==> config.mk <==
export PLATFORM = sky130hd
export DESIGN_NAME = tt_sweep_ctrl
export DESIGN_NICKNAME = d
export VERILOG_FILES = /design/src/rtl/tt_sweep_pkg.sv /design/src/rtl/tt_settle_timer.sv /design/src/rtl/tt_sweep_ctrl.sv
export SDC_FILE = /design/constraint.sdc
export NUM_CORES = 1
export LEC_CHECK = 0
export BUFFER_PORTS_ARGS = -buffer_cell sky130_fd_sc_hd__clkbuf_2
export CAP_MARGIN = 20
export CORE_MARGIN = 2
export CORE_UTILIZATION = 50
export DETAILED_ROUTE_END_ITERATION = 10
export GPL_TIMING_DRIVEN = 1
export PLACE_DENSITY = 0.72
export SYNTH_ARGS = -nofsm -noshare
export SYNTH_HDL_FRONTEND = slang
export SYNTH_SLANG_ARGS = --single-unit
==> constraint.sdc <==
create_clock -name clk -period 2.3 [get_ports clk]
set_input_delay 0.345 -clock clk [delete_from_list [all_inputs] [get_ports clk]]
set_output_delay 0.345 -clock clk [all_outputs]
set_load 0.01 [all_outputs]
==> src/rtl/tt_sweep_pkg.sv <==
// Shared types and constants for the truth-table sweep controller.
// Imported by tt_settle_timer and tt_sweep_ctrl.
package tt_sweep_pkg;

  typedef enum logic [1:0] {
    ST_IDLE   = 2'd0,
    ST_SETTLE = 2'd1,
    ST_DONE   = 2'd2
  } sweep_state_e;

  localparam int TT_ROWS = 16;
  localparam int ROW_W   = 4;
  localparam int ERR_W   = 5;

  // Row i = {in1,in2,in3,in4} with in1 as MSB, so row 0 lives in the table MSB.
  function automatic logic tt_expected(input logic [TT_ROWS-1:0] tbl,
                                       input logic [ROW_W-1:0]   row);
    return tbl[4'd15 - row];
  endfunction

endpackage

==> src/rtl/tt_settle_timer.sv <==
// Per-vector settle counter: counts while enabled, flags the last settle cycle
// and wraps to zero on that cycle so the next row starts a fresh count.
module tt_settle_timer #(
  parameter int SETTLE_CYCLES = 4
) (
  input  logic clk,
  input  logic rst_n,
  input  logic i_clear,
  input  logic i_en,
  output logic o_term
);

  localparam int CW = 8;

  logic [CW-1:0] r_count;

  assign o_term = i_en && (r_count == CW'(SETTLE_CYCLES - 1));

  always_ff @(posedge clk or negedge rst_n) begin
    if (!rst_n) begin
      r_count <= '0;
    end else if (i_clear) begin
      r_count <= '0;
    end else if (i_en) begin
      r_count <= o_term ? '0 : r_count + CW'(1);
    end
  end

endmodule

==> src/rtl/tt_sweep_ctrl.sv <==
// Sweeps all 16 input vectors of a 4-input gate network and checks each row
// against TRUTH_TABLE. Define TT_SWEEP_FIRST_FAIL_STOP_EN to end on first mismatch.
module tt_sweep_ctrl
  import tt_sweep_pkg::*;
#(
  parameter logic [15:0] TRUTH_TABLE   = 16'h0760,
  parameter int          SETTLE_CYCLES = 4
) (
  input  logic        clk,
  input  logic        rst_n,
  input  logic        start,
  input  logic        abort,
  input  logic        dut_out,
  output logic        in1,
  output logic        in2,
  output logic        in3,
  output logic        in4,
  output logic        busy,
  output logic        done,
  output logic        pass,
  output logic [15:0] mismatch_mask,
  output logic [4:0]  err_count,
  output logic [1:0]  dbg_state
);

  // Handshake: start is a level sampled on the rising edge and only accepted in
  // IDLE; abort is only honoured in SETTLE; done is high for exactly the one
  // DONE cycle; results hold until the next accepted start.

  sweep_state_e       r_state, w_state_nxt;
  logic [ROW_W-1:0]   r_row, w_row_nxt;
  logic [ROW_W-1:0]   r_vec, w_vec_nxt;
  logic [TT_ROWS-1:0] r_mask, w_mask_nxt;
  logic [ERR_W-1:0]   r_err, w_err_nxt;
  logic               r_pass, w_pass_nxt;
  logic               w_timer_clr;
  logic               w_timer_en;
  logic               w_term;
  logic               w_miss;
  logic               w_last;

  assign w_timer_en = (r_state == ST_SETTLE);
  assign w_last     = (r_row == ROW_W'(TT_ROWS - 1));

  tt_settle_timer #(
    .SETTLE_CYCLES(SETTLE_CYCLES)
  ) u_timer (
    .clk    (clk),
    .rst_n  (rst_n),
    .i_clear(w_timer_clr),
    .i_en   (w_timer_en),
    .o_term (w_term)
  );

  always_comb begin
    w_state_nxt = r_state;
    w_row_nxt   = r_row;
    w_mask_nxt  = r_mask;
    w_err_nxt   = r_err;
    w_pass_nxt  = r_pass;
    w_timer_clr = 1'b0;
    w_miss      = 1'b0;
    case (r_state)
      ST_IDLE: begin
        if (start) begin
          w_state_nxt = ST_SETTLE;
          w_row_nxt   = '0;
          w_mask_nxt  = '0;
          w_err_nxt   = '0;
          w_pass_nxt  = 1'b0;
          w_timer_clr = 1'b1;
        end
      end
      ST_SETTLE: begin
        if (abort) begin
          w_state_nxt = ST_IDLE;
        end else if (w_term) begin
          w_miss = (dut_out != tt_expected(TRUTH_TABLE, r_row));
          if (w_miss) begin
            w_mask_nxt[r_row] = 1'b1;
            if (r_err != ERR_W'(TT_ROWS)) w_err_nxt = r_err + ERR_W'(1);
          end
`ifdef TT_SWEEP_FIRST_FAIL_STOP_EN
          if (w_miss || w_last) begin
`else
          if (w_last) begin
`endif
            w_state_nxt = ST_DONE;
            w_pass_nxt  = (w_err_nxt == '0);
          end else begin
            w_row_nxt = r_row + ROW_W'(1);
          end
        end
      end
      ST_DONE: w_state_nxt = ST_IDLE;
      default: w_state_nxt = ST_IDLE;
    endcase
  end

  // The vector is registered so the network sees clean edges; it is zero
  // whenever the controller is not settling a row.
  assign w_vec_nxt = (w_state_nxt == ST_SETTLE) ? w_row_nxt : '0;

  always_ff @(posedge clk or negedge rst_n) begin
    if (!rst_n) begin
      r_state <= ST_IDLE;
      r_row   <= '0;
      r_vec   <= '0;
      r_mask  <= '0;
      r_err   <= '0;
      r_pass  <= 1'b0;
    end else begin
      r_state <= w_state_nxt;
      r_row   <= w_row_nxt;
      r_vec   <= w_vec_nxt;
      r_mask  <= w_mask_nxt;
      r_err   <= w_err_nxt;
      r_pass  <= w_pass_nxt;
    end
  end

  assign in1           = r_vec[3];
  assign in2           = r_vec[2];
  assign in3           = r_vec[1];
  assign in4           = r_vec[0];
  assign busy          = (r_state == ST_SETTLE);
  assign done          = (r_state == ST_DONE);
  assign pass          = r_pass;
  assign mismatch_mask = r_mask;
  assign err_count     = r_err;
  assign dbg_state     = r_state;

endmodule

* Word level (Yosys, flattened, before mapping)
Memory sizes are Yosys's and may differ from the RTL's.
Cells that the tools add are included.
** Word-level totals
- Memories kept :: 1
- Bits in registers :: 40
- Input bits :: 5
- Word-level logic and storage cells :: 75
- ROM bits :: 16
** Operators by class
- $add $sub $neg :: 4
- Reduce and logical (&&, ||, !) cells :: 9
- Order comparisons :: 3
- Muxes and demuxes :: 38
- Eq/ne operators :: 12
- Bitwise gates (word level) :: 1
** Memory list
- (name not given) :: words 16, bits a word 1, rd ports 1, clocked after memory_dff 0, wr ports 0, line tt_sweep_pkg.sv:18 : return tbl[4'd15 - row];
** Operators with widths (count)
- $mux W16 :: 4
- $mux W5 :: 8
- $pmux W16 S2 :: 1
- $mux W8 :: 3
- $mux W4 :: 5
- $or A16 B16 Y16 :: 1
- $lt A4 B5 Y1 const B :: 2
- $ne A2 B2 Y1 const B :: 5
- $pmux W5 S2 :: 1
- $reduce_and A5 Y1 :: 2
- $add A8 B1 Y8 const B :: 1
- $eq A8 B2 Y1 const B :: 1
- $mux W1 :: 8
- $mux W2 :: 4
- $pmux W4 S2 :: 1
- $add A5 B1 Y5 const B :: 1
- $logic_not A5 Y1 :: 1
- $ne A5 B5 Y1 const B :: 1
- $add A4 B1 Y4 const B :: 1
- $demux W1 S4 :: 1
- $eq A2 B1 Y1 const B :: 2
- $eq A4 B4 Y1 const B :: 1
- $ge A4 B1 Y1 const B :: 1
- $pmux W2 S2 :: 1
- other kinds (8) :: 10

* Depth between registers and ports, before layout
Gate-level depths: netlist of the first run.
- Depth in word-level cells :: 13
- Depth in mapped cells :: 7

* Hierarchy
Synthesis of the first run repeated with hierarchy kept, for this count alone.
** Second synthesis, totals
- Cells, all modules :: 208
- Area total of the unflattened synthesis :: 2119.5 um^2
** Modules (own cells, without submodules)
- tt_sweep_ctrl :: instances 1, cells an instance 165, area each 1684.1 um^2, sequential area each 800.8 um^2
- tt_settle_timer :: instances 1, cells an instance 43, area each 435.4 um^2, sequential area each 200.2 um^2

* Least setup slack after synthesis of the first run
OpenSTA, ideal clock, no wires.
- Kind :: flip-flop to flip-flop
- Start :: reg r_row[0]
- End :: reg r_mask[0], in the netlist mismatch_mask[0]
- Path slack :: -3 ps
- Buffers on the path :: 0
- Arrival :: 2226 ps
- Cell stages (with the launch flop) :: 8
- Required time :: 2224 ps
- Library setup time :: 76 ps
- Period minus slack after synthesis :: 2303 ps
- Cells stage by stage :: dfrtp_1 > inv_1 > ha_1 > and3b_1 > o21a_1 > nor4_4 > or3b_1 > o21ai_1
** Between the ends
- Cells in the longest elaborated chain, start to end :: 9
- Elaborated cells on any way between the ends :: 16
** RTL lines
- start: declaration :: line tt_sweep_ctrl.sv:31 : logic [ROW_W-1:0] r_row, w_row_nxt;
- start signal: assignment :: line tt_sweep_ctrl.sv:114 : r_row <= w_row_nxt;
- branches (longest 9 deep; another with $sub A4 B4 Y4)
- end signal: assignment :: line tt_sweep_ctrl.sv:116 : r_mask <= w_mask_nxt;
- end: declaration :: line tt_sweep_ctrl.sv:33 : logic [TT_ROWS-1:0] r_mask, w_mask_nxt;
Parallel ways; which one is timed is not known. The select of a mux whose other input is x is not followed.
A chain may end at the register's enable or synchronous reset.

* Final worst setup path of the first run
- Start :: reg r_row[0]
- End :: reg r_pass, in the netlist pass
** Between the ends
- Cells in the longest elaborated chain, start to end :: 13
- Elaborated cells on any way between the ends :: 16
** RTL lines
- $sub A4 B4 Y4 :: line tt_sweep_pkg.sv:18
- $mem_v2 Z16 W1
- $mux W1 (implied by the code) :: line tt_sweep_pkg.sv:18
- $ne A1 B1 Y1 :: line tt_sweep_ctrl.sv:78 : w_miss = (dut_out != tt_expected(TRUTH_TABLE, r_row));
- $mux W5 :: line tt_sweep_ctrl.sv:79 : if (w_miss) begin
- $mux W5 :: line tt_sweep_ctrl.sv:77 : end else if (w_term) begin
- $mux W5 :: line tt_sweep_ctrl.sv:75 : if (abort) begin
- $mux W5 :: line tt_sweep_ctrl.sv:63 : case (r_state)
- $logic_not A5 Y1 :: line tt_sweep_ctrl.sv:89 : w_pass_nxt = (w_err_nxt == '0);
- $mux W1 :: line tt_sweep_ctrl.sv:86 : if (w_last) begin
- $mux W1 :: line tt_sweep_ctrl.sv:77
- $mux W1 :: line tt_sweep_ctrl.sv:75
- $pmux W1 S2 :: line tt_sweep_ctrl.sv:63
- end signal: assignment :: line tt_sweep_ctrl.sv:118 : r_pass <= w_pass_nxt;
- end: declaration :: line tt_sweep_ctrl.sv:35 : logic r_pass, w_pass_nxt;
Several ways; a longest one is shown, not always the timed one. The select of a mux whose other input is x is not followed.

==> results by group, run 1 <==
Critical path
  – Max stage delay cell, worst path: dfrtp_1
  – Critical path's top delay family: simple AND/OR/NAND/NOR gates
  – Critical path class: flop to flop
  – Worst Path Max Fanout: 5
  – CP cell instances: inv_1 > ha_4 > and3b_2 > nor3_4 > nor3_1 > o32a_1 > o41ai_2
  – Crit. End Element: flop
  – Worst Path Arrival: roughly 2.3 ns
  – CP Data Required Time: between 2 and 3 ns
  – CP max stage delay: 0.38 ns
  – CP bufs+invs: 1
  – Crit path launch type: flop

Floorplanning
  – CORE AREA: 3970 sq um
  – Full die area: 4650 sq um
  – Starting Density: 0.519
  – Die width: around 68 um
  – Num rows: 23
  – Die height: ~70 um
  – Top Ports: 35

Clock tree
  – Sink Count: 40
  – CTS Buf Count: 5
  – CTS tree: yes
  – Hold_buf cts: 0
  – Worst skew pair latency: 0.30 ns
  – H-Tree Level Count: 2
  – Clk pin slew, worst setup/hold paths: 0.08 ns
  – Root buffer cell: clkbuf_8
  – Clock tree buffer depth: 2

Cells and area
  – Post-layout util: 0.627
  – Area Overhead vs Synth: 20.8%
  – Number of fill cells: 330
  – Multi-input logic area: ~1000 sq um
  – Final nets: ~270
  – Reg area: 1000 sq um
  – Ant. Diodes: 0
  – Layout cells sized above 1: 0.266

Synth
  – Cell taking the most area after synthesis: dfrtp_1
  – Post-synth EDFFs: 0
  – Mapped Area: between 2000 and 2500 sq um
  – Netlist cell types: 46
  – Top cells by area, synth: dfrtp_1 49%, o21ai_0 4.6%, ha_1 4.3%
  – Seq/Total Area, Yosys: 0.486
  – Primary FF master, synth: dfrtp_1
  – Ys async rst share: 1.00
  – Syn Nets: 223
  – #FFs+latches synth: 40
  – Post-Syn Instances: between 200 and 250
  – Yosys synthesis warning count: 0
  – Syn Area/Cell: ~9.8 sq um
  – Post-synth top area share: 0.486

Placement
  – Routability cong.: 0.786
  – Detailed placement HPWL: between 3000 and 4000 um
  – IO Port Bufs: 34
  – Place WS: between 0.08 and 0.09 ns

Timing
  – Setup TNS: 0 ns
  – Worst hold margin: between 0.08 and 0.09 ns
  – Min Tclk post-route: 2.13 ns
  – Slew Limit Fails: 0
  – Relative slew slack: 0.670
  – Unrepaired setup endpoints after global routing: false
  – Worst Setup Slack, final: about 0.17 ns
  – Final Setup Violations: 0
  – Worst slew pin tran: about 0.50 ns
  – Worst clock skew: roughly 0.0072 ns
  – Crit share post-route: 0.928
  – Maximum clock rate: between 0.4 and 0.5 GHz
  – Final hold vios: 0

Pwr
  – Leakage power: 0.00119 uW
  – Final Power: between 1500 and 2000 uW
  – Clock power share: 0.359
  – Register share of total power: 0.461
  – Net Switching: 486 uW
  – Int Pwr: 1210 uW
  – Net Sw Frac: 0.286
  – Peak VDD IR: roughly 320 uV
  – Pwr dens: 682 nW/um^2
  – Comb pwr share: 0.181

Route
  – Detailed Route WL: 4760 um
  – TritonRoute pass-1 iters: 4
  – Initial DRC count: approximately 150
  – Wire per inst: between 15 and 20 um
  – Via/cell ratio: approximately 5.7
  – Via Count: between 1500 and 2000
  – Post-route DRC: 0
  – Post-DRT Antenna Nets: 0

Global routing
  – Largest net degree at the start of global routing: between 40 and 50
  – Vias in the first global route: approximately 1600
  – First-pass GRT wire length: 7650 um
  – Total gr overflow: 0
  – All-Layer GR Usage: 0.225
  – Initial antenna violation count: 0

Min path
  – Hold crit path type: input port to async pin

Outcome
  – Status: completed

Job
  – Max-Cap Viols: 0
cells in the mapped netlist, types with 2 or more instances:
master,number
a21o_1,2
ha_1,7
xnor2_1,3
inv_1,5
a22o_1,3
nor3_1,5
nor2b_1,3
nand4_1,2
nor4_4,2
a41oi_1,3
nor3b_2,2
nor2_1,18
nand2b_1,4
o21bai_1,2
a21oi_1,9
a31oi_1,8
o21ai_0,19
dfrtp_1,40
nand2_1,23
nand3_1,11
o41ai_1,3
clkbuf_1,4
nor3b_1,3
o21ai_1,4
and3_1,5
area by class of cell:
class	count	share of cell area
Multi-Input combinational cell	160	0.421
Clock buffer	6	0.0332
Sequential cell	40	0.402
Clock inverter	2	0.0156
Timing Repair Buffer	43	0.0955
Inverter	5	0.00754
Tap cell	50	0.0251
final timing paths:
| kind | startpoint | to | slack (ns) | depth (start not counted) |
|---|---|---|---|---|
| worst max register to register | r_row[0]$_DFF_PN0_ | pass$_DFFE_PN0P_ | 0.17 | 7 |
| worst min-delay path | rst_n | mismatch_mask[9]$_DFFE_PN0P_ | 0.09 | 2 |
| min in group clk | abort | dbg_state[0]$_DFF_PN0_ | 0.41 | 4 |
| max in group asynchronous | rst_n | u_timer.r_count[0]$_DFFE_PN0P_ | 1.86 | 2 |
| worst min register to register | mismatch_mask[8]$_DFFE_PN0P_ | mismatch_mask[8]$_DFFE_PN0P_ | 0.48 | 2 |
| worst max-delay path | r_row[0]$_DFF_PN0_ | pass$_DFFE_PN0P_ | 0.17 | 7 |
cells by family (layout without fill, tap and decap cells):
family          count (synthesis)  in the layout  synth area share
buf+inv                        11             56            0.0243
compound gates                 62             62             0.192
flops                          40             40             0.486
simple gates                   85             85             0.228
xor+xnor                        4              4            0.0170
mux                             2              2            0.0103
fa+ha+maj                       7              7            0.0425
routing by layer:
metal  share of wire  up-vias  track usage
li1                -      862            -
met2            0.46       37        0.352
met5               0        -            0
met4           0.023        0       0.0925
met3           0.037       11       0.0526
met1            0.48      822        0.300
sequential cells by signal, indices dropped and copies added, names as in the netlist:
signal	cells
dbg_state	2
err_count	5
mismatch_mask	16
pass	1
r_row	4
r_vec	4
u_timer.r_count	8
worst reg2reg max path: stages, from the launching register on:
cell	delay, ns
dfrtp_1	0.38
inv_1	0.13
ha_4	0.23
and3b_2	0.24
nor3_4	0.31
nor3_1	0.10
o32a_1	0.32
o41ai_2	0.32
placed cells by master (no fill, tap or decap), types with 4 or more instances in the layout:
master / n
nor2_1: 18
clkbuf_8: 6
clkbuf_2: 34
nand3_1: 11
o21ai_0: 17
dfrtp_1: 40
nand2b_1: 4
and3_1: 5
buf_4: 9
o21ai_1: 5
nor3_1: 5
ha_1: 6
nand2_1: 23
a31oi_1: 8
a21oi_1: 9
inv_1: 4
repair_timing:
item | in CTS | in global routing
pin swaps | 0 | 4
resized for setup | 1 | 9
setup buffers | 0 | 2
hold endpoints to repair | 0 | 0
setup endpoints to repair | 1 | 8
power groups by stage:
stage / logic, uW / registers [uW] / clock network, uW
2_1_floorplan: 182 / 798 / 0
3_3_place_gp: 287 / 793 / 0
3_5_place_dp: 291 / 794 / 0
4_1_cts: 293 / 780 / 625
5_1_grt: 343 / 787 / 652
6_report: 307 / 782 / 609
stage by stage:
step,instance area (sq um),instances
after floorplan,2060,211
after global placement,2310,296
after CTS,2440,304
after detailed placement,2310,296
after global routing,2490,306
final,2490,306
(Power assumes the default switching activity.)
==> run 2: changes to the inputs <==
--- a/config.mk
+++ b/config.mk
@@ -11,7 +11,8 @@
 export CORE_UTILIZATION = 50
 export DETAILED_ROUTE_END_ITERATION = 10
 export GPL_TIMING_DRIVEN = 1
-export PLACE_DENSITY = 0.72
+export PLACE_DENSITY = 0.69
+export SKIP_CTS_REPAIR_TIMING = 1
 export SYNTH_ARGS = -nofsm -noshare
 export SYNTH_HDL_FRONTEND = slang
 export SYNTH_SLANG_ARGS = --single-unit
==> constraint.sdc (replaced) <==
create_clock -name clk -period 2.7 [get_ports clk]
set_input_delay 0.405 -clock clk [delete_from_list [all_inputs] [get_ports clk]]
set_output_delay 0.405 -clock clk [all_outputs]
set_load 0.01 [all_outputs]
==> run 2 against run 1 <==
Against the previous run: count of clock-buffer cells in the layout unchanged; worst setup slack gained 0.22 ns; sequential share of layout area grew 1.4 points; fmax shrank 7.8%; critical path depth unchanged; die area stayed put; first-iteration DRC count shrank 2.7%; clock skew shrank 0.0034 ns; sequential cell count stayed put; critical endpoint unchanged; largest cell class unchanged.
==> results by group, run 2 (synthesis gave the netlist of run 1 again) <==
Timing
  – Unrepaired setup endpoints after global routing: false
  – Relative slew slack: 0.707
  – Worst slew pin tran: around 0.44 ns
  – Final Setup Violations: 0
  – Crit share post-route: 0.857
  – Worst Setup Slack, final: approximately 0.39 ns
  – Slew Limit Fails: 0
  – Worst hold margin: 0.482 ns
  – Setup TNS: 0 ns
  – Worst clock skew: between 0.003 and 0.004 ns
  – Final hold vios: 0
  – Maximum clock rate: 0.432 GHz
  – Min Tclk post-route: approximately 2.3 ns

Clock tree
  – Clk pin slew, worst setup/hold paths: approximately 0.070 ns
  – H-Tree Level Count: 2
  – CTS tree: yes
  – Root buffer cell: clkbuf_8
  – Worst skew pair latency: ~0.29 ns
  – Sink Count: 40
  – Clock tree buffer depth: 2
  – CTS Buf Count: 5

Cells and area
  – Ant. Diodes: 0
  – Max FFs per register: 16
  – Commonest non-fill, non-tap cell in the layout: dfrtp_1
  – Layout cells sized above 1: 0.226
  – Reg area: about 1000 sq um
  – Multi-input logic area: 1010 sq um
  – Final nets: ~260
  – Post-route non-filler standard cell count: ~300
  – Area Overhead vs Synth: 16.8%
  – Most frequent cells in the layout: 40 x dfrtp_1, 34 x clkbuf_2, 23 x nand2_1
  – Number of fill cells: 350

Floorplanning
  – Die height: approximately 68 um
  – CORE AREA: approximately 4000 sq um
  – Die width: between 60 and 70 um
  – Starting Density: 0.519
  – Full die area: 4650 sq um
  – Top Ports: 35
  – Num rows: 23

Outcome
  – Status: completed

Critical path
  – Worst R2R Path Depth: 7
  – Reg2Reg Capture Point: pass$_DFFE_PN0P_
  – Crit. End Element: flop
  – R2r startpoint: r_row[0]$_DFF_PN0_
  – CP Data Required Time: roughly 2.9 ns
  – Crit path launch type: flop
  – Worst Path Arrival: about 2.5 ns
  – Worst Path Max Fanout: 8
  – Worst reg-to-reg setup slack: a little under 0.4 ns
  – Critical path class: flop to flop

Route
  – Post-DRT Antenna Nets: 0
  – Wire per inst: 14.8 um
  – TritonRoute pass-1 iters: 5
  – Via/cell ratio: between 5 and 6
  – Post-route DRC: 0
  – Via Count: ~1700
  – Initial DRC count: 143
  – Detailed Route WL: between 4000 and 5000 um

Pwr
  – Leakage power: around 0.0011 uW
  – Final Power: 1320 uW
  – Pwr dens: roughly 550 nW/um^2
  – Peak VDD IR: 239 uV

Placement
  – Routability cong.: around 0.89
  – Post-placement cell count: just under 300
  – Detailed placement HPWL: roughly 3200 um
  – IO Port Bufs: 34
  – Place WS: just over 0.4 ns

Global routing
  – Initial antenna violation count: 0
  – First-pass GRT wire length: 7110 um
  – Vias in the first global route: between 1500 and 2000
  – Largest net degree at the start of global routing: between 40 and 50
  – Total gr overflow: 0
  – All-Layer GR Usage: 0.207

Min path
  – Hold depth: 2
  – Beginning of the worst hold path: mismatch_mask[9]$_DFFE_PN0P_
  – Hold crit path type: flop to flop
  – Hold endpoint: mismatch_mask[9]$_DFFE_PN0P_

Job
  – Max-Cap Viols: 0
==> run 2: routing by layer <==
metal / GRT usage / vias up / part of all wire
li1: - / 851 / -
met1: 0.298 / 813 / 0.51
met2: 0.299 / 46 / 0.44
met3: 0.0526 / 2 / 0.047
met4: 0.0800 / 0 / 0.0051
met5: 0 / - / 0
==> run 2: layout make-up <==
cell class	instances	area share
multi-input cells	160	0.419
flip-flops and latches	40	0.416
repair buffers	39	0.0925
clock buffers	6	0.0343
well taps	50	0.0260
inverters	5	0.00780
clock inverters	2	0.00416
==> run 2: how the worst max path moves through the flow <==
stage | slack [ns] | start | end
global placement | 0.48 | r_row[0]$_DFF_PN0_ | pass$_DFFE_PN0P_
finish | 0.39 | r_row[0]$_DFF_PN0_ | pass$_DFFE_PN0P_
global route | 0.18 | r_row[0]$_DFF_PN0_ | pass$_DFFE_PN0P_
detailed placement | 0.42 | r_row[0]$_DFF_PN0_ | pass$_DFFE_PN0P_
floorplan | 0.40 | r_row[0]$_DFF_PN0_ | mismatch_mask[0]$_DFFE_PN0P_
CTS | 0.38 | r_row[0]$_DFF_PN0_ | pass$_DFFE_PN0P_
==> run 2: power by group <==
part	switching (uW)	internal, uW
clock network	205	204
registers	39.5	631
logic	151	90.0
total	395	925
==> run 2: worst max-delay path, stage by stage (launching register included) <==
cell,delay [ns]
dfrtp_1,0.47
inv_1,0.09
ha_1,0.32
and3b_1,0.22
o21ai_0,0.33
o311ai_0,0.24
xnor2_1,0.18
o41ai_1,0.36
==> run 2: stage by stage <==
| step | utilization | cell area [sq um] |
|---|---|---|
| 2_1_floorplan | - | 2060 |
| 3_3_place_gp | 0.575 | 2280 |
| 3_5_place_dp | 0.575 | 2280 |
| 4_1_cts | 0.599 | 2380 |
| 5_1_grt | 0.606 | 2410 |
| 6_report | 0.606 | 2410 |
